`src/rtl/oled_spi_if.sv`:
```
// Host/panel-side signal bundle for oled_spi_ctrl: byte-push handshake, SPI link and panel power/reset pins.
interface oled_spi_if;
   logic [7:0] data_in;
   logic       write_enable;
   logic       buffer_full;
   logic       init_done;
   logic       spi_cs;
   logic       spi_clk;
   logic       spi_mosi;
   logic       oled_dc;
   logic       oled_res;
   logic       oled_vbat;
   logic       oled_vdd;

   modport master (
      output data_in, write_enable,
      input  buffer_full, init_done, spi_cs, spi_clk, spi_mosi,
             oled_dc, oled_res, oled_vbat, oled_vdd
   );

   modport slave (
      input  data_in, write_enable,
      output buffer_full, init_done, spi_cs, spi_clk, spi_mosi,
             oled_dc, oled_res, oled_vbat, oled_vdd
   );
endinterface

```
`src/rtl/oled_spi_ctrl.sv`:
```
// PmodOLED-style power-up sequencer, host byte FIFO and write-only SPI mode-0 serializer.
// Panel control pins are registered from the sequencer state, so they follow state changes by one cycle.
module oled_spi_ctrl #(
   parameter int unsigned CLK_DIV    = 4,
   parameter int unsigned FIFO_DEPTH = 4,
   parameter int unsigned RES_CYCLES = 1000,
   parameter int unsigned PWR_WAIT   = 10000
) (
   input  logic      clk,
   input  logic      rst_n,
   oled_spi_if.slave bus
);

   localparam int unsigned WAIT_MAX = (PWR_WAIT > RES_CYCLES) ? PWR_WAIT : RES_CYCLES;
   localparam int unsigned CNT_W    = $clog2(WAIT_MAX + 1);
   localparam int unsigned DIV_W    = (CLK_DIV > 1) ? $clog2(CLK_DIV) : 1;
   localparam int unsigned PTR_W    = $clog2(FIFO_DEPTH);
   localparam int unsigned FCNT_W   = PTR_W + 1;

   typedef enum logic [2:0] {
      ST_VDD_WAIT,
      ST_RES_LO,
      ST_RES_HI,
      ST_INIT,
      ST_VBAT_WAIT,
      ST_DISP_ON,
      ST_READY
   } seq_e;

   typedef enum logic [1:0] {
      SER_IDLE,
      SER_SHIFT,
      SER_GAP
   } ser_e;

   // Sequencer state
   seq_e             seq_q, seq_d;
   logic [CNT_W-1:0] cnt_q, cnt_d;
   logic [2:0]       cmd_idx_q, cmd_idx_d;
   logic             vdd_q, vdd_d;
   logic             vbat_q, vbat_d;
   logic             res_q, res_d;
   logic             init_done_q, init_done_d;

   // Serializer state
   ser_e             ser_q, ser_d;
   logic [DIV_W-1:0] div_q, div_d;
   logic [3:0]       edge_q, edge_d;
   logic [7:0]       shreg_q, shreg_d;
   logic             cs_q, cs_d;
   logic             sclk_q, sclk_d;
   logic             mosi_q, mosi_d;
   logic             dc_q, dc_d;

   // Host byte FIFO
   logic [7:0]        mem_q [FIFO_DEPTH];
   logic [PTR_W-1:0]  wr_ptr_q, wr_ptr_d;
   logic [PTR_W-1:0]  rd_ptr_q, rd_ptr_d;
   logic [FCNT_W-1:0] count_q, count_d;

   logic       full_c;
   logic       empty_c;
   logic       push_c;
   logic       pop_c;
   logic       div_last_c;
   logic       ser_ready_c;
   logic       ser_done_c;
   logic       ser_start_c;
   logic [7:0] ser_byte_c;
   logic       ser_dc_c;

   function automatic logic [7:0] init_cmd(input logic [2:0] idx);
      case (idx)
         3'd0:    return 8'hAE;
         3'd1:    return 8'h8D;
         3'd2:    return 8'h14;
         default: return 8'hAF;
      endcase
   endfunction

   assign full_c      = (count_q == FCNT_W'(FIFO_DEPTH));
   assign empty_c     = (count_q == '0);
   assign push_c      = bus.write_enable && !full_c;
   assign div_last_c  = (div_q == DIV_W'(CLK_DIV - 1));
   // A new byte may load once the CS-high gap has lasted CLK_DIV cycles
   assign ser_ready_c = (ser_q == SER_IDLE) || ((ser_q == SER_GAP) && div_last_c);
   assign ser_done_c  = (ser_q == SER_SHIFT) && div_last_c && sclk_q && (edge_q == 4'd15);

   // Power-up sequencer and byte source selection
   always_comb begin
      seq_d       = seq_q;
      cnt_d       = cnt_q;
      cmd_idx_d   = cmd_idx_q;
      ser_start_c = 1'b0;
      ser_byte_c  = 8'h00;
      ser_dc_c    = 1'b0;
      pop_c       = 1'b0;

      case (seq_q)
         ST_VDD_WAIT: begin
            if (cnt_q == CNT_W'(PWR_WAIT - 1)) begin
               seq_d = ST_RES_LO;
               cnt_d = '0;
            end else begin
               cnt_d = cnt_q + CNT_W'(1);
            end
         end
         ST_RES_LO: begin
            if (cnt_q == CNT_W'(RES_CYCLES - 1)) begin
               seq_d = ST_RES_HI;
               cnt_d = '0;
            end else begin
               cnt_d = cnt_q + CNT_W'(1);
            end
         end
         ST_RES_HI: begin
            if (cnt_q == CNT_W'(RES_CYCLES - 1)) begin
               seq_d = ST_INIT;
               cnt_d = '0;
            end else begin
               cnt_d = cnt_q + CNT_W'(1);
            end
         end
         ST_INIT: begin
            if (ser_ready_c && (cmd_idx_q < 3'd3)) begin
               ser_start_c = 1'b1;
               ser_byte_c  = init_cmd(cmd_idx_q);
               cmd_idx_d   = cmd_idx_q + 3'd1;
            end
            if (ser_done_c && (cmd_idx_q == 3'd3)) begin
               seq_d = ST_VBAT_WAIT;
            end
         end
         ST_VBAT_WAIT: begin
            if (cnt_q == CNT_W'(PWR_WAIT - 1)) begin
               seq_d = ST_DISP_ON;
               cnt_d = '0;
            end else begin
               cnt_d = cnt_q + CNT_W'(1);
            end
         end
         ST_DISP_ON: begin
            if (ser_ready_c && (cmd_idx_q == 3'd3)) begin
               ser_start_c = 1'b1;
               ser_byte_c  = init_cmd(cmd_idx_q);
               cmd_idx_d   = 3'd4;
            end
            if (ser_done_c && (cmd_idx_q == 3'd4)) begin
               seq_d = ST_READY;
            end
         end
         ST_READY: begin
            if (ser_ready_c && !empty_c) begin
               ser_start_c = 1'b1;
               ser_byte_c  = mem_q[rd_ptr_q];
               ser_dc_c    = 1'b1;
               pop_c       = 1'b1;
            end
         end
         default: begin
            seq_d = ST_VDD_WAIT;
            cnt_d = '0;
         end
      endcase

      // Supplies latch on and stay on; reset is low only while in RES_LO
      vdd_d       = 1'b0;
      vbat_d      = vbat_q & (seq_q != ST_VBAT_WAIT);
      res_d       = (seq_q != ST_RES_LO);
      init_done_d = init_done_q | (seq_q == ST_READY);
   end

   // Mode-0 serializer: each half-period is CLK_DIV cycles, 16 half-periods per byte
   always_comb begin
      ser_d   = ser_q;
      div_d   = div_q;
      edge_d  = edge_q;
      shreg_d = shreg_q;
      cs_d    = cs_q;
      sclk_d  = sclk_q;
      mosi_d  = mosi_q;
      dc_d    = dc_q;

      case (ser_q)
         SER_SHIFT: begin
            if (div_last_c) begin
               div_d  = '0;
               edge_d = edge_q + 4'd1;
               sclk_d = ~sclk_q;
               if (sclk_q) begin
                  if (edge_q == 4'd15) begin
                     ser_d  = SER_GAP;
                     cs_d   = 1'b1;
                     mosi_d = 1'b0;
                  end else begin
                     mosi_d  = shreg_q[7];
                     shreg_d = {shreg_q[6:0], 1'b0};
                  end
               end
            end else begin
               div_d = div_q + DIV_W'(1);
            end
         end
         SER_GAP: begin
            if (div_last_c) begin
               ser_d = SER_IDLE;
               div_d = '0;
            end else begin
               div_d = div_q + DIV_W'(1);
            end
         end
         default: ;
      endcase

      if (ser_start_c) begin
         ser_d   = SER_SHIFT;
         div_d   = '0;
         edge_d  = 4'd0;
         cs_d    = 1'b0;
         sclk_d  = 1'b0;
         mosi_d  = ser_byte_c[7];
         shreg_d = {ser_byte_c[6:0], 1'b0};
         dc_d    = ser_dc_c;
      end
   end

   // FIFO pointer and occupancy update; a push is refused whenever full
   always_comb begin
      wr_ptr_d = push_c ? (wr_ptr_q + PTR_W'(1)) : wr_ptr_q;
      rd_ptr_d = pop_c  ? (rd_ptr_q + PTR_W'(1)) : rd_ptr_q;
      count_d  = count_q + FCNT_W'(push_c) - FCNT_W'(pop_c);
   end

   always_ff @(posedge clk) begin
      if (!rst_n) begin
         seq_q       <= ST_VDD_WAIT;
         cnt_q       <= '0;
         cmd_idx_q   <= 3'd0;
         vdd_q       <= 1'b1;
         vbat_q      <= 1'b1;
         res_q       <= 1'b1;
         init_done_q <= 1'b0;
         ser_q       <= SER_IDLE;
         div_q       <= '0;
         edge_q      <= 4'd0;
         shreg_q     <= 8'h00;
         cs_q        <= 1'b1;
         sclk_q      <= 1'b0;
         mosi_q      <= 1'b0;
         dc_q        <= 1'b0;
         wr_ptr_q    <= '0;
         rd_ptr_q    <= '0;
         count_q     <= '0;
      end else begin
         seq_q       <= seq_d;
         cnt_q       <= cnt_d;
         cmd_idx_q   <= cmd_idx_d;
         vdd_q       <= vdd_d;
         vbat_q      <= vbat_d;
         res_q       <= res_d;
         init_done_q <= init_done_d;
         ser_q       <= ser_d;
         div_q       <= div_d;
         edge_q      <= edge_d;
         shreg_q     <= shreg_d;
         cs_q        <= cs_d;
         sclk_q      <= sclk_d;
         mosi_q      <= mosi_d;
         dc_q        <= dc_d;
         wr_ptr_q    <= wr_ptr_d;
         rd_ptr_q    <= rd_ptr_d;
         count_q     <= count_d;
      end
   end

   // Storage needs no reset: occupancy alone decides what is valid
   always_ff @(posedge clk) begin
      if (rst_n && push_c) begin
         mem_q[wr_ptr_q] <= bus.data_in;
      end
   end

   assign bus.buffer_full = full_c;
   assign bus.init_done   = init_done_q;
   assign bus.spi_cs      = cs_q;
   assign bus.spi_clk     = sclk_q;
   assign bus.spi_mosi    = mosi_q;
   assign bus.oled_dc     = dc_q;
   assign bus.oled_res    = res_q;
   assign bus.oled_vbat   = vbat_q;
   assign bus.oled_vdd    = vdd_q;

endmodule

```
`src/flat_wrapper.sv`:
```
// flat-port wrapper written by rule: the top's interface ports become plain ports
module oled_spi_ctrl_flat 
#(
   parameter int unsigned CLK_DIV    = 4,
   parameter int unsigned FIFO_DEPTH = 4,
   parameter int unsigned RES_CYCLES = 1000,
   parameter int unsigned PWR_WAIT   = 10000
)
  (clk, rst_n, bus_data_in, bus_write_enable, bus_buffer_full, bus_init_done, bus_spi_cs, bus_spi_clk, bus_spi_mosi, bus_oled_dc, bus_oled_res, bus_oled_vbat, bus_oled_vdd);
  oled_spi_if bus_i ();
  input  logic clk;
  input  logic rst_n;
  input wire logic [$bits(bus_i.data_in)-1:0] bus_data_in;
  input wire logic [$bits(bus_i.write_enable)-1:0] bus_write_enable;
  output wire logic [$bits(bus_i.buffer_full)-1:0] bus_buffer_full;
  output wire logic [$bits(bus_i.init_done)-1:0] bus_init_done;
  output wire logic [$bits(bus_i.spi_cs)-1:0] bus_spi_cs;
  output wire logic [$bits(bus_i.spi_clk)-1:0] bus_spi_clk;
  output wire logic [$bits(bus_i.spi_mosi)-1:0] bus_spi_mosi;
  output wire logic [$bits(bus_i.oled_dc)-1:0] bus_oled_dc;
  output wire logic [$bits(bus_i.oled_res)-1:0] bus_oled_res;
  output wire logic [$bits(bus_i.oled_vbat)-1:0] bus_oled_vbat;
  output wire logic [$bits(bus_i.oled_vdd)-1:0] bus_oled_vdd;
  assign bus_i.data_in = bus_data_in;
  assign bus_i.write_enable = bus_write_enable;
  assign bus_buffer_full = bus_i.buffer_full;
  assign bus_init_done = bus_i.init_done;
  assign bus_spi_cs = bus_i.spi_cs;
  assign bus_spi_clk = bus_i.spi_clk;
  assign bus_spi_mosi = bus_i.spi_mosi;
  assign bus_oled_dc = bus_i.oled_dc;
  assign bus_oled_res = bus_i.oled_res;
  assign bus_oled_vbat = bus_i.oled_vbat;
  assign bus_oled_vdd = bus_i.oled_vdd;
  oled_spi_ctrl #(.CLK_DIV(CLK_DIV), .FIFO_DEPTH(FIFO_DEPTH), .RES_CYCLES(RES_CYCLES), .PWR_WAIT(PWR_WAIT)) u_core (.clk(clk), .rst_n(rst_n), .bus(bus_i));
endmodule
```
`config.mk`:
```
export PLATFORM = sky130hd
export DESIGN_NAME = oled_spi_ctrl_flat
export DESIGN_NICKNAME = d
export VERILOG_FILES = /design/src/rtl/oled_spi_if.sv /design/src/rtl/oled_spi_ctrl.sv /design/src/flat_wrapper.sv
export SDC_FILE = /design/constraint.sdc
export NUM_CORES = 1
export LEC_CHECK = 0
export BUFFER_PORTS_ARGS = -buffer_cell sky130_fd_sc_hd__buf_2
export CAP_MARGIN = 20
export CELL_PAD_IN_SITES_DETAIL_PLACEMENT = 0
export CELL_PAD_IN_SITES_GLOBAL_PLACEMENT = 2
export CORE_MARGIN = 10
export CORE_UTILIZATION = 40
export CTS_CLUSTER_DIAMETER = 200
export DETAILED_ROUTE_END_ITERATION = 8
export PLACE_DENSITY_LB_ADDON = 0.1
export SYNTH_ARGS = -nofsm -noshare
export SYNTH_HDL_FRONTEND = slang
export SYNTH_SLANG_ARGS = --single-unit
```
`constraint.sdc`:
```
create_clock -name clk -period 3.6 [get_ports clk]
set_input_delay 0.54 -clock clk [delete_from_list [all_inputs] [get_ports clk]]
set_output_delay 0.54 -clock clk [all_outputs]
set_load 0.01 [all_outputs]
```
# After elaboration in Yosys (flattened, before gate mapping)
# Memory sizes are Yosys's and may differ from the RTL's. A register that Yosys moved wholly into a read port is not among the register bits.
# Cells that the tools add are included.
# Widths: inputs -> output; s select.
# totals
reg_bits	50
mem_bits_rw	32
in_bits	11
mem_count	1
# op_classes
n_addsub	8
magnitude_cmp	1
n_eq_ne	36
muxes	50
n_bitwise	5
reduce_logical	38
# memory_table
memory	depth	word_bits	read_ports	rd_ports_with_merged_regs	write_ports	line	source
u_core.mem_q	4	8	1	1	1	oled_spi_ctrl.sv:56	logic [7:0] mem_q [FIFO_DEPTH];
# op_table
operator	n
$mux 8	8
$pmux 8 s3	2
$pmux 14 s3	1
$mux 14	2
$mux 3	8
$ne 2x1->1 const B	12
$pmux 3 s7	1
$mux 1	18
$eq 3x3->1 const B	5
$add 14x1->14 const B	1
$eq 14x10->1 const B	1
$eq 14x14->1 const B	1
$mux 2	7
$eq 3x2->1 const B	4
$ne 3x1->1 const B	4
$reduce_bool 2->1	6
$logic_and 1x1->1	11
$reduce_and 5->1	2
$logic_not 3->1	3
$reduce_and 4->1	2
$reduce_or 2->1	4
$reduce_and 7->1	1
$add 2x1->2 const B	3
$eq 3x1->1 const B	2
other kinds (24)	29

# Longest topological paths before layout
# Gate-level depths: netlist of the first run.
# logic_depth
depth_word	8
ltp_mapped	10
depth_no_buf	10

# Least setup slack after synthesis of the first run
# No wires, ideal clock.
# synth_path
kind	reg-to-reg
startpoint	register u_core.div_q[0]
endpoint	register u_core.count_q[1]
setup_time_ps	115
t_arrival_ps	2386
t_required_ps	3485
slack_ps	1099
stages_incl_launch_ff	10
n_path_buf	1
path_cell_list	dfxtp_1 -> ha_1 -> clkbuf_1 -> a21oi_1 -> nor3_1 -> ha_1 -> inv_1 -> ha_1 -> fa_1 -> and2_1
# synth_between
elab_chain_cells	7
# synth_lines
element	line	source
from (decl)	oled_spi_ctrl.sv:47	logic [DIV_W-1:0] div_q, div_d;
from (signal assigned)	oled_spi_ctrl.sv:263	div_q <= div_d;
$eq 2x2->1	oled_spi_ctrl.sv:84	assign div_last_c = (div_q == DIV_W'(CLK_DIV - 1));
$logic_and 1x1->1	oled_spi_ctrl.sv:86	assign ser_ready_c = (ser_q == SER_IDLE) || ((ser_q == SER_GAP) && div_last_c);
$logic_or 1x1->1	oled_spi_ctrl.sv:86	
$logic_and 1x1->1	oled_spi_ctrl.sv:153	if (ser_ready_c && !empty_c) begin
$mux 1	oled_spi_ctrl.sv:153	
$mux 1	oled_spi_ctrl.sv:99	case (seq_q)
via u_core.pop_c	oled_spi_ctrl.sv:64	logic pop_c;
$sub 3x1->3	oled_spi_ctrl.sv:231	count_d = count_q + FCNT_W'(push_c) - FCNT_W'(pop_c);
via u_core.count_d[1]	oled_spi_ctrl.sv:59	logic [FCNT_W-1:0] count_q, count_d;
to (signal assigned)	oled_spi_ctrl.sv:272	count_q <= count_d;
to (decl)	oled_spi_ctrl.sv:59	
# The timed path passes the listed nets, and every way through them passes these cells.
# A chain may end at the register's enable or synchronous reset.

# Final worst setup path of the first run
# Same ends and word-level chain as after synthesis.

==> insert_results.sql, run 1 <==
INSERT INTO impl_metrics (metric_group, metric, value, unit) VALUES
('final_layout', 'area_delta_synth_final', '10.3', '%'),
('placement', 'place_inst', '516', ''),
('yosys', 'syn_inst', '379', ''),
('floorplanning', 'die_area', '0.0141', 'mm2'),
('power', 'cell_internal_pwr', '1.40', 'mW'),
('route', 'first_iter_violations', '160', ''),
('timing', 'rsz0062_at_grt', 'false', ''),
('timing', 'timing.setup.tns', '0', 'ns'),
('clock_network', 'tritoncts.num_buffers', '9', ''),
('grt', 'grt_max_degree', '25', ''),
('yosys', 'synth_warnings', '0', ''),
('worst_setup_path', 'critical_path.max_stage_delay', '0.50', 'ns'),
('timing', 'setup_viol', '0', ''),
('power', 'total_switching_power', '0.446', 'mW'),
('worst_setup_path', 'critical_path.n_buffers_inverters', '2', ''),
('power', 'switching_power_share_of_the_total', '24.2', '%'),
('yosys', 'synth.yosys.seq_area_share', '51.1', '%'),
('clock_network', 'clkSinkCount', '84', ''),
('yosys', 'syn_area_per_cell', '10.3', 'um2'),
('worst_setup_path', 'crit_slowest_cell', 'sky130_fd_sc_hd__nor3_1', ''),
('final_layout', 'final_layout_size_suffix_gt1_share', '12.3', '%'),
('floorplanning', 'die_h', '119', 'um'),
('grt', 'groute.usage.overall', '12.1', '%'),
('route', 'drt_pass1_iterations', '4', ''),
('floorplanning', 'fp.coreArea', '0.00964', 'mm2'),
('clock_network', 'cts-hold-fix-buffers', '0', ''),
('clock_network', 'worstSkewPairLatency', '0.37', 'ns'),
('clock_network', 'cts_setup_buffers', '0', ''),
('worst_setup_path', 'cp.arrival', '2.96', 'ns'),
('yosys', 'synthDistinctLibCells', '51', ''),
('run_status', 'outcome', 'completed', ''),
('timing', 'tightestPinTransition', '0.840', 'ns'),
('yosys', 'synth_largest_type_area_fraction', '26.6', '%'),
('floorplanning', 'boundaryPins', '20', ''),
('grt', 'grt_pass1_wl', '13700', 'um'),
('final_layout', 'layoutNonFillerInstCount', '532', ''),
('yosys', 'post_syn_area', '0.00392', 'mm2'),
('route', 'num_vias', '2783', ''),
('power', 'worst_ir_drop_vdd', '0.000350', 'V'),
('yosys', 'ys_seq_elements', '84', ''),
('timing', 'worst_clock_skew', '0.00721', 'ns'),
('yosys', 'synth_nets', '408', ''),
('power', 'clock_power_share', '37.0', '%'),
('yosys', 'netlist_top_cells_area', 'sky130_fd_sc_hd__dfxtp_1 (27%), sky130_fd_sc_hd__edfxtp_1 (25%), sky130_fd_sc_hd__ha_1 (5.4%)', ''),
('route', 'wl_per_cell', '15.2', 'um'),
('route', 'drtAntennaViolNets', '0', ''),
('placement', 'gpl.final_weighted_congestion', '0.790', ''),
('placement', 'dp_hpwl', '5740', 'um'),
('timing', 'timing.final.crit_period', '2.68', 'ns'),
('floorplanning', 'rows', '36', ''),
('clock_network', 'cts_root_buf', 'sky130_fd_sc_hd__clkbuf_8', ''),
('yosys', 'asyncSetResetFlopFracSynth', '0', '%'),
('worst_setup_path', 'worst-setup-path-type', 'flop to flop', ''),
('worst_hold_path', 'min_path_type', 'input pin to flop', ''),
('power', 'leakagePower', '1.61', 'nW'),
('worst_setup_path', 'timing.critical_path.cells', 'ha_1 > a21oi_1 > buf_4 > nor3_1 > ha_1 > inv_1 > ha_1 > fa_1 > and2_1', ''),
('clock_network', 'clockBufferDepth', '2', ''),
('route', 'drcViolationCount', '0', ''),
('clock_network', 'cts_tree', 'done', ''),
('grt', 'first_global_vias', '2726', ''),
('yosys', 'synthTopCellsByCount', 'sky130_fd_sc_hd__dfxtp_1 (52), sky130_fd_sc_hd__nand2_1 (44), sky130_fd_sc_hd__nor2_1 (38)', ''),
('timing', 'fmax', '373', 'MHz'),
('yosys', 'synth-main-ff-cell', 'sky130_fd_sc_hd__dfxtp_1', ''),
('grt', 'number_of_antenna_violations_at_the_first_check_in_global_routing', '0', ''),
('power', 'comb_power_share', '6.6', '%'),
('timing', 'holdWs', '0.380', 'ns'),
('route', 'finalWirelength', '8070', 'um'),
('power', 'power_per_cell_area', '428', 'mW/mm2'),
('power', 'seq_power_share', '56.4', '%'),
('timing', 'slew_viol_final', '0', ''),
('floorplanning', 'initial_utilization', '40.6', '%');
[placed cells by master, fill, tap and decap left out, drive strengths merged, types with 6 or more instances in the layout]
master,count
dfxtp,52
buf,22
o211ai,7
a21oi,17
nor2,38
mux4,8
and3,10
ha,17
nor3,6
nand2,44
nand4,6
clkbuf,10
inv,18
edfxtp,32
o22ai,9
and2,9
a22oi,6
xnor2,6
o21ai,15
nand3,9
nor2b,6
[worst paths after layout]
path                                   start                              end  slack [ns]  cells after the start
max             u_core.div_q[0]$_SDFFE_PP0P_     u_core.count_q[1]$_SDFF_PN0_        0.92                      9
min                           bus_data_in[7]     u_core.mem_q[1][7]$_DFFE_PP_        0.38                      1
max reg2reg     u_core.div_q[0]$_SDFFE_PP0P_     u_core.count_q[1]$_SDFF_PN0_        0.92                      9
min reg2reg  u_core.bus.oled_vbat$_SDFF_PN1_  u_core.bus.oled_vbat$_SDFF_PN1_        0.45                      2
[registers in the layout, indices dropped and copies added, names as in the netlist, named ones only]
name	flops
u_core.mem_q	32
u_core.cnt_q	14
u_core.shreg_q	7
u_core.edge_q	4
u_core.cmd_idx_q	3
u_core.count_q	3
u_core.seq_q	3
u_core.div_q	2
u_core.rd_ptr_q	2
u_core.ser_q	2
u_core.wr_ptr_q	2
u_core.bus.init_done	1
u_core.bus.oled_dc	1
u_core.bus.oled_res	1
u_core.bus.oled_vbat	1
u_core.bus.oled_vdd	1
u_core.bus.spi_clk	1
u_core.bus.spi_cs	1
u_core.bus.spi_mosi	1
[logic make-up (layout without fill, tap and decap cells)]
logic type / after synthesis / in the layout / synth area share, %
compound gates: 77 / 77 / 13.1
buf+inv: 34 / 54 / 3.58
xor+xnor: 11 / 11 / 2.46
mux: 13 / 13 / 5.88
fa+ha+maj: 18 / 18 / 5.94
simple gates: 142 / 142 / 17.9
flops: 84 / 84 / 51.1
[layout make-up]
type	count	area, um2
Fill cell	973	5320
Sequential cell	84	2000
Multi-Input combinational cell	261	1770
Tap cell	133	166
Clock buffer	10	128
Timing Repair Buffer	22	118
Clock inverter	6	71.3
Inverter	16	60.1
[routing by layer]
metal / global-route usage (%) / routed length [um] / up-vias
li1: - / - / 1402
met1: 14.7 / 3780 / 1327
met2: 19.2 / 3850 / 41
met3: 4.16 / 283 / 13
met4: 5.11 / 161 / 0
met5: 0 / 0 / -
[power groups by stage]
stage          sequential (mW)  combinational (mW)  clock [mW]
6_report                  1.04               0.122       0.684
2_1_floorplan             1.06              0.0892           0
3_3_place_gp              1.06               0.123           0
5_1_grt                   1.05               0.139       0.771
3_5_place_dp              1.06               0.126           0
4_1_cts                   1.04               0.127       0.721
[through the flow]
stage / setup slack (ns) / power (mW) / area, um2
3_5_place_dp: 0.902 / 1.19 / 4120
2_1_floorplan: 1.10 / 1.15 / 3920
4_1_cts: 0.887 / 1.89 / 4320
5_1_grt: 0.652 / 1.96 / 4320
6_report: 0.918 / 1.85 / 4320
3_3_place_gp: 0.948 / 1.19 / 4120
(Power assumes the default switching activity.)
==> run 2, diff against run 1 <==
--- a/config.mk
+++ b/config.mk
@@ -10,7 +10,7 @@
 export CELL_PAD_IN_SITES_DETAIL_PLACEMENT = 0
 export CELL_PAD_IN_SITES_GLOBAL_PLACEMENT = 2
 export CORE_MARGIN = 10
-export CORE_UTILIZATION = 40
+export CORE_UTILIZATION = 36
 export CTS_CLUSTER_DIAMETER = 200
 export DETAILED_ROUTE_END_ITERATION = 8
 export PLACE_DENSITY_LB_ADDON = 0.1
==> constraint.sdc (replaced) <==
create_clock -name clk -period 2.2 [get_ports clk]
set_input_delay 0.33 -clock clk [delete_from_list [all_inputs] [get_ports clk]]
set_output_delay 0.33 -clock clk [all_outputs]
set_load 0.01 [all_outputs]
==> insert_results.sql, run 2 (synthesis results as in run 1) <==
INSERT INTO impl_metrics (metric_group, metric, value, unit) VALUES
('run_status', 'outcome', 'completed', ''),
('clock_network', 'cts_tree', 'done', ''),
('timing', 'worst_clock_skew', '0.0105', 'ns'),
('power', 'worst_ir_drop_vdd', '0.000443', 'V'),
('worst_setup_path', 'timing.critical_path.to_type', 'flop', ''),
('clock_network', 'clockBufferDepth', '2', ''),
('placement', 'port_bufs', '19', ''),
('grt', 'grt_max_degree', '17', ''),
('flow_run', 'cap_viol_max_count', '0', ''),
('route', 'drcViolationCount', '0', ''),
('final_layout', 'layout_commonest_cell', 'sky130_fd_sc_hd__dfxtp_1', ''),
('grt', 'grt_overflow_total', '0', ''),
('grt', 'grt_pass1_wl', '14100', 'um'),
('clock_network', 'worstSkewPairLatency', '0.35', 'ns'),
('route', 'num_vias', '2862', ''),
('timing', 'setup_viol', '0', ''),
('route', 'first_iter_violations', '197', ''),
('power', 'power_per_cell_area', '651', 'mW/mm2'),
('final_layout', 'reg_top3', 'u_core.mem_q: 32 flops, u_core.cnt_q: 14 flops, u_core.shreg_q: 7 flops', ''),
('final_layout', 'num-fill-cells', '1098', ''),
('worst_setup_path', 'worst-setup-path-type', 'flop to flop', ''),
('power', 'leakagePower', '1.75', 'nW'),
('floorplanning', 'fp.coreArea', '0.0107', 'mm2'),
('floorplanning', 'boundaryPins', '20', ''),
('route', 'drt_pass1_iterations', '5', ''),
('grt', 'number_of_antenna_violations_at_the_first_check_in_global_routing', '0', ''),
('final_layout', 'top_register_by_number_of_flip_flops', 'u_core.mem_q', ''),
('final_layout', 'finish.net_count', '450', ''),
('route', 'wl_per_cell', '14.8', 'um'),
('final_layout', 'largest_register_ff_count', '32', ''),
('clock_network', 'worst_setup_hold_path_clk_slew', '0.09', 'ns'),
('timing', 'holdWs', '0.188', 'ns'),
('timing', 'slew_headroom', '65.6', '%'),
('clock_network', 'ctsHtreeMaxLevel', '3', ''),
('timing', 'tightestPinTransition', '0.515', 'ns'),
('timing', 'timing.final.crit_period', '2.09', 'ns'),
('worst_setup_path', 'critPathMaxFanout', '5', ''),
('worst_setup_path', 'cp.required', '2.45', 'ns'),
('route', 'drtAntennaViolNets', '0', ''),
('placement', 'dp_hpwl', '6180', 'um'),
('floorplanning', 'die_h', '124', 'um'),
('final_layout', 'final_layout_size_suffix_gt1_share', '19.7', '%'),
('floorplanning', 'rows', '38', ''),
('route', 'finalWirelength', '8350', 'um'),
('clock_network', 'cts_root_buf', 'sky130_fd_sc_hd__clkbuf_8', ''),
('floorplanning', 'initial_utilization', '36.4', '%'),
('worst_hold_path', 'min_path_type', 'input pin to flop', ''),
('placement', 'place_inst', '549', ''),
('final_layout', 'fin_area', '0.00456', 'mm2'),
('floorplanning', 'die_w', '124', 'um'),
('clock_network', 'clkSinkCount', '84', ''),
('final_layout', 'layout_common_cells', 'sky130_fd_sc_hd__dfxtp_1 (51), sky130_fd_sc_hd__nand2_1 (44), sky130_fd_sc_hd__nor2_1 (38), sky130_fd_sc_hd__edfxtp_1 (32), sky130_fd_sc_hd__buf_4 (30)', ''),
('timing', 'finalHoldViolations', '0', ''),
('clock_network', 'tritoncts.num_buffers', '9', ''),
('worst_setup_path', 'cp.arrival', '2.34', 'ns'),
('final_layout', 'layoutNonFillerInstCount', '566', ''),
('grt', 'groute.usage.overall', '10.9', '%'),
('route', 'detail_route.vias_per_cell', '5.06', ''),
('timing', 'slew_viol_final', '0', ''),
('final_layout', 'area_delta_synth_final', '16.5', '%'),
('floorplanning', 'die_area', '0.0154', 'mm2'),
('final_layout', 'antenna_diode_count', '0', ''),
('worst_setup_path', 'crit_path_start_kind', 'flop', ''),
('placement', 'placed_cell_area', '0.00435', 'mm2'),
('grt', 'first_global_vias', '2800', ''),
('timing', 'period_share', '95.1', '%'),
('placement', 'gpl.final_weighted_congestion', '0.747', ''),
('timing', 'fmax', '478', 'MHz');
## run 2: stage by stage
stage | TNS, ns | util, % | total power, mW | setup WS, ns
2_1_floorplan | 0 | - | 1.88 | 0.0243
3_3_place_gp | 0 | 40.4 | 1.97 | 0.0710
3_5_place_dp | 0 | 40.4 | 1.98 | 0.0406
4_1_cts | 0 | 42.1 | 3.03 | 0.0235
5_1_grt | -0.00553 | 42.4 | 3.12 | -0.00553
6_report | 0 | 42.4 | 2.97 | 0.108
## run 2: layout make-up
cell class	instances	area, um2	share of cell area, %
repair buffers	49	320	7.02
inverters	16	60.1	1.32
clock buffers	9	124	2.72
clock inverters	7	58.8	1.29
multi-input cells	261	1820	39.9
well taps	140	175	3.84
flip-flops and latches	84	2000	43.9
## run 2: metal layers
metal	share of wire, %	track usage, %	vias up
met5	0	0	-
met4	1.3	3.29	0
met3	2.6	3.06	9
met2	49	18.3	35
met1	47	13.2	1363
li1	-	-	1455
## run 2: power breakdown
group	leakage [nW]	total, mW	switching [mW]	internal [mW]
Sequential	0.712	1.70	0.0294	1.67
Combinational	0.945	0.237	0.129	0.108
Clock	0.0883	1.03	0.603	0.427
Total	1.75	2.97	0.762	2.21
## run 2: timing repair
item,4_1_cts,5_1_grt
endpoints found under the hold margin,0,0
setup endpoints to repair,0,9
hold buffers,0,0
gates resized for setup,0,7
buffers inserted,0,1
## run 2: path summary, 6_finish.rpt
check        slack (ns)                             from  depth (start not counted)                              end
max                0.11     u_core.cnt_q[0]$_SDFFE_PN0N_                          6     u_core.seq_q[0]$_SDFFE_PN0P_
min                0.19                   bus_data_in[5]                          1     u_core.mem_q[2][5]$_DFFE_PP_
max reg2reg        0.11     u_core.cnt_q[0]$_SDFFE_PN0N_                          6     u_core.seq_q[0]$_SDFFE_PN0P_
min reg2reg        0.44  u_core.bus.oled_vbat$_SDFF_PN1_                          2  u_core.bus.oled_vbat$_SDFF_PN1_
## run 2: critical path, stage by stage (launching register included)
cell,delay [ns]
sky130_fd_sc_hd__dfxtp_1,0.42
sky130_fd_sc_hd__ha_4,0.19
sky130_fd_sc_hd__nand3_2,0.09
sky130_fd_sc_hd__or4_1,0.47
sky130_fd_sc_hd__o31a_1,0.30
sky130_fd_sc_hd__or3_4,0.39
sky130_fd_sc_hd__mux2i_1,0.12
==> run 3, diff against run 2 <==
--- a/config.mk
+++ b/config.mk
@@ -10,7 +10,7 @@
 export CELL_PAD_IN_SITES_DETAIL_PLACEMENT = 0
 export CELL_PAD_IN_SITES_GLOBAL_PLACEMENT = 2
 export CORE_MARGIN = 10
-export CORE_UTILIZATION = 36
+export CORE_UTILIZATION = 43
 export CTS_CLUSTER_DIAMETER = 200
 export DETAILED_ROUTE_END_ITERATION = 8
 export PLACE_DENSITY_LB_ADDON = 0.1
==> constraint.sdc (replaced) <==
create_clock -name clk -period 2.7 [get_ports clk]
set_input_delay 0.405 -clock clk [delete_from_list [all_inputs] [get_ports clk]]
set_output_delay 0.405 -clock clk [all_outputs]
set_load 0.01 [all_outputs]
==> insert_results.sql, run 3 (synthesis results as in run 1) <==
INSERT INTO impl_metrics (metric_group, metric, value, unit) VALUES
('run_status', 'outcome', 'completed', ''),
('timing', 'holdWs', '0.257', 'ns'),
('placement', 'port_bufs', '19', ''),
('worst_setup_path', 'worst-setup-path-type', 'flop to flop', ''),
('power', 'leakagePower', '1.62', 'nW'),
('clock_network', 'worstSkewPairLatency', '0.35', 'ns'),
('final_layout', 'layoutNonFillerInstCount', '513', ''),
('route', 'finalWirelength', '8110', 'um'),
('timing', 'rsz0062_at_grt', 'false', ''),
('floorplanning', 'initial_utilization', '44.5', '%'),
('grt', 'grt_max_degree', '25', ''),
('route', 'first_iter_violations', '157', ''),
('power', 'clock_power_share', '34.1', '%'),
('clock_network', 'cts_setup_buffers', '0', ''),
('final_layout', 'multiInputGateArea', '0.00178', 'mm2'),
('grt', 'number_of_antenna_violations_at_the_first_check_in_global_routing', '0', ''),
('worst_setup_path', 'ff2ff_setup_slack', '0.33', 'ns'),
('timing', 'setup_viol', '0', ''),
('grt', 'grt_overflow_total', '0', ''),
('placement', 'detailedPlace.worstSlack', '0.145', 'ns'),
('worst_setup_path', 'timing.critical_path.cells', 'inv_1 > ha_1 > a21oi_1 > nor3_2 > ha_1 > inv_1 > ha_1 > fa_1 > xnor2_1 > nor2_1', ''),
('floorplanning', 'rows', '34', ''),
('clock_network', 'cts_tree', 'done', ''),
('final_layout', 'final_layout_size_suffix_gt1_share', '13.8', '%'),
('worst_hold_path', 'min_path_type', 'input pin to flop', ''),
('clock_network', 'tritoncts.num_buffers', '9', ''),
('final_layout', 'finish.utilization', '48.9', '%'),
('power', 'switching_power_share_of_the_total', '25.1', '%'),
('floorplanning', 'die_w', '115', 'um'),
('route', 'drt_pass1_iterations', '4', ''),
('timing', 'tightestPinTransition', '0.811', 'ns'),
('timing', 'finalHoldViolations', '0', ''),
('clock_network', 'worst_setup_hold_path_clk_slew', '0.09', 'ns'),
('clock_network', 'ctsHtreeMaxLevel', '3', ''),
('timing', 'period_share', '87.7', '%'),
('final_layout', 'largest_register_ff_count', '32', ''),
('power', 'cell_internal_pwr', '1.77', 'mW'),
('final_layout', 'area_delta_synth_final', '10.1', '%'),
('power', 'worst_ir_drop_vdd', '0.000481', 'V'),
('route', 'detail_route.vias_per_cell', '5.32', ''),
('power', 'seq_power_share', '58.9', '%'),
('clock_network', 'clockBufferDepth', '2', ''),
('timing', 'worst_clock_skew', '0.0133', 'ns'),
('worst_setup_path', 'critPathMaxFanout', '5', ''),
('worst_setup_path', 'critical_path.max_stage_delay', '0.38', 'ns'),
('clock_network', 'clkSinkCount', '84', ''),
('grt', 'grt_pass1_wl', '13900', 'um'),
('placement', 'place_inst', '497', ''),
('worst_setup_path', 'cp.arrival', '2.58', 'ns'),
('final_layout', 'finish.net_count', '429', ''),
('route', 'num_vias', '2729', ''),
('final_layout', 'antenna_diode_count', '0', ''),
('floorplanning', 'fp.coreArea', '0.00881', 'mm2'),
('placement', 'dp_hpwl', '5790', 'um'),
('final_layout', 'reg_top3', 'u_core.mem_q: 32 flops, u_core.cnt_q: 14 flops, u_core.shreg_q: 7 flops', ''),
('clock_network', 'ctsResizeCount', '0', ''),
('floorplanning', 'die_area', '0.0133', 'mm2'),
('final_layout', 'layout_common_cells', 'sky130_fd_sc_hd__dfxtp_1 (52), sky130_fd_sc_hd__nand2_1 (44), sky130_fd_sc_hd__nor2_1 (38), sky130_fd_sc_hd__edfxtp_1 (32), sky130_fd_sc_hd__buf_2 (19)', ''),
('power', 'power_per_cell_area', '547', 'mW/mm2'),
('timing', 'final_critical_path_setup_slack', '0.331', 'ns'),
('route', 'drtAntennaViolNets', '0', ''),
('final_layout', 'top_register_by_number_of_flip_flops', 'u_core.mem_q', ''),
('worst_setup_path', 'cpMostUsedCell', 'sky130_fd_sc_hd__ha_1', ''),
('power', 'total_switching_power', '0.591', 'mW'),
('timing', 'fmax', '422', 'MHz'),
('worst_setup_path', 'cp.required', '2.91', 'ns'),
('final_layout', 'layout_commonest_cell', 'sky130_fd_sc_hd__dfxtp_1', ''),
('worst_setup_path', 'timing.critical_path.to_type', 'flop', ''),
('clock_network', 'cts-hold-fix-buffers', '0', ''),
('grt', 'groute.usage.overall', '13.1', '%'),
('floorplanning', 'die_h', '115', 'um'),
('clock_network', 'cts_root_buf', 'sky130_fd_sc_hd__clkbuf_8', ''),
('placement', 'gpl.final_weighted_congestion', '0.748', ''),
('floorplanning', 'boundaryPins', '20', ''),
('worst_setup_path', 'crit_slowest_cell', 'sky130_fd_sc_hd__fa_1', ''),
('route', 'drcViolationCount', '0', ''),
('timing', 'slew_headroom', '45.9', '%'),
('final_layout', 'num-fill-cells', '825', ''),
('flow_run', 'cap_viol_max_count', '0', ''),
('timing', 'timing.final.crit_period', '2.37', 'ns'),
('grt', 'first_global_vias', '2732', ''),
('worst_setup_path', 'crit_path_start_kind', 'flop', ''),
('power', 'comb_power_share', '7.0', '%'),
('final_layout', 'layout.area.seq', '0.00200', 'mm2'),
('timing', 'slew_viol_final', '0', ''),
('timing', 'timing.setup.tns', '0', 'ns'),
('route', 'wl_per_cell', '15.8', 'um');
[run 3: critical path: cells and delay by family (launching register included)]
family,cells,cell delay (ns)
adder cells (fa/ha/maj),4,1.09
flip-flops,1,0.36
AO/OA/AOI/OAI,1,0.29
AND/OR/NAND/NOR,2,0.20
XOR/XNOR,1,0.16
buffers and inverters,2,0.11
[run 3: metrics by stage]
step | power, mW | instance area, um2
floorplan | 1.53 | 3920
global placement | 1.58 | 4130
detailed placement | 1.59 | 4130
CTS | 2.40 | 4310
global route | 2.48 | 4310
finish | 2.36 | 4310
[run 3: path summary, 6_finish.rpt]
kind / cells past startpoint / start / end
max: 10 / u_core.ser_q[0]$_SDFFE_PN0P_ / u_core.count_q[2]$_SDFF_PN0_
min: 1 / bus_data_in[7] / u_core.mem_q[0][7]$_DFFE_PP_
max reg2reg: 10 / u_core.ser_q[0]$_SDFFE_PN0P_ / u_core.count_q[2]$_SDFF_PN0_
min reg2reg: 2 / u_core.bus.init_done$_SDFF_PN0_ / u_core.bus.init_done$_SDFF_PN0_
[run 3: metal layers]
metal / global-route usage (%) / vias up / part of all wire [%]
met4: 4.56 / 0 / 1.3
met1: 16.9 / 1271 / 49
met2: 21.1 / 33 / 47
met3: 3.00 / 10 / 2.7
met5: 0 / - / 0
li1: - / 1415 / -
[run 3: area by class of cell]
cell class / instances / share of cell area (%)
Clock inverter: 7 / 1.13
Clock buffer: 9 / 2.87
Timing Repair Buffer: 28 / 3.77
Sequential cell: 84 / 46.4
Inverter: 16 / 1.39
Tap cell: 108 / 3.13
Multi-Input combinational cell: 261 / 41.2
[run 3: power groups by stage]
stage / combinational, mW / clock, mW / sequential, mW
6_report: 0.165 / 0.804 / 1.39
5_1_grt: 0.191 / 0.897 / 1.40
4_1_cts: 0.168 / 0.838 / 1.39
3_5_place_dp: 0.167 / 0 / 1.42
3_3_place_gp: 0.164 / 0 / 1.42
2_1_floorplan: 0.119 / 0 / 1.41
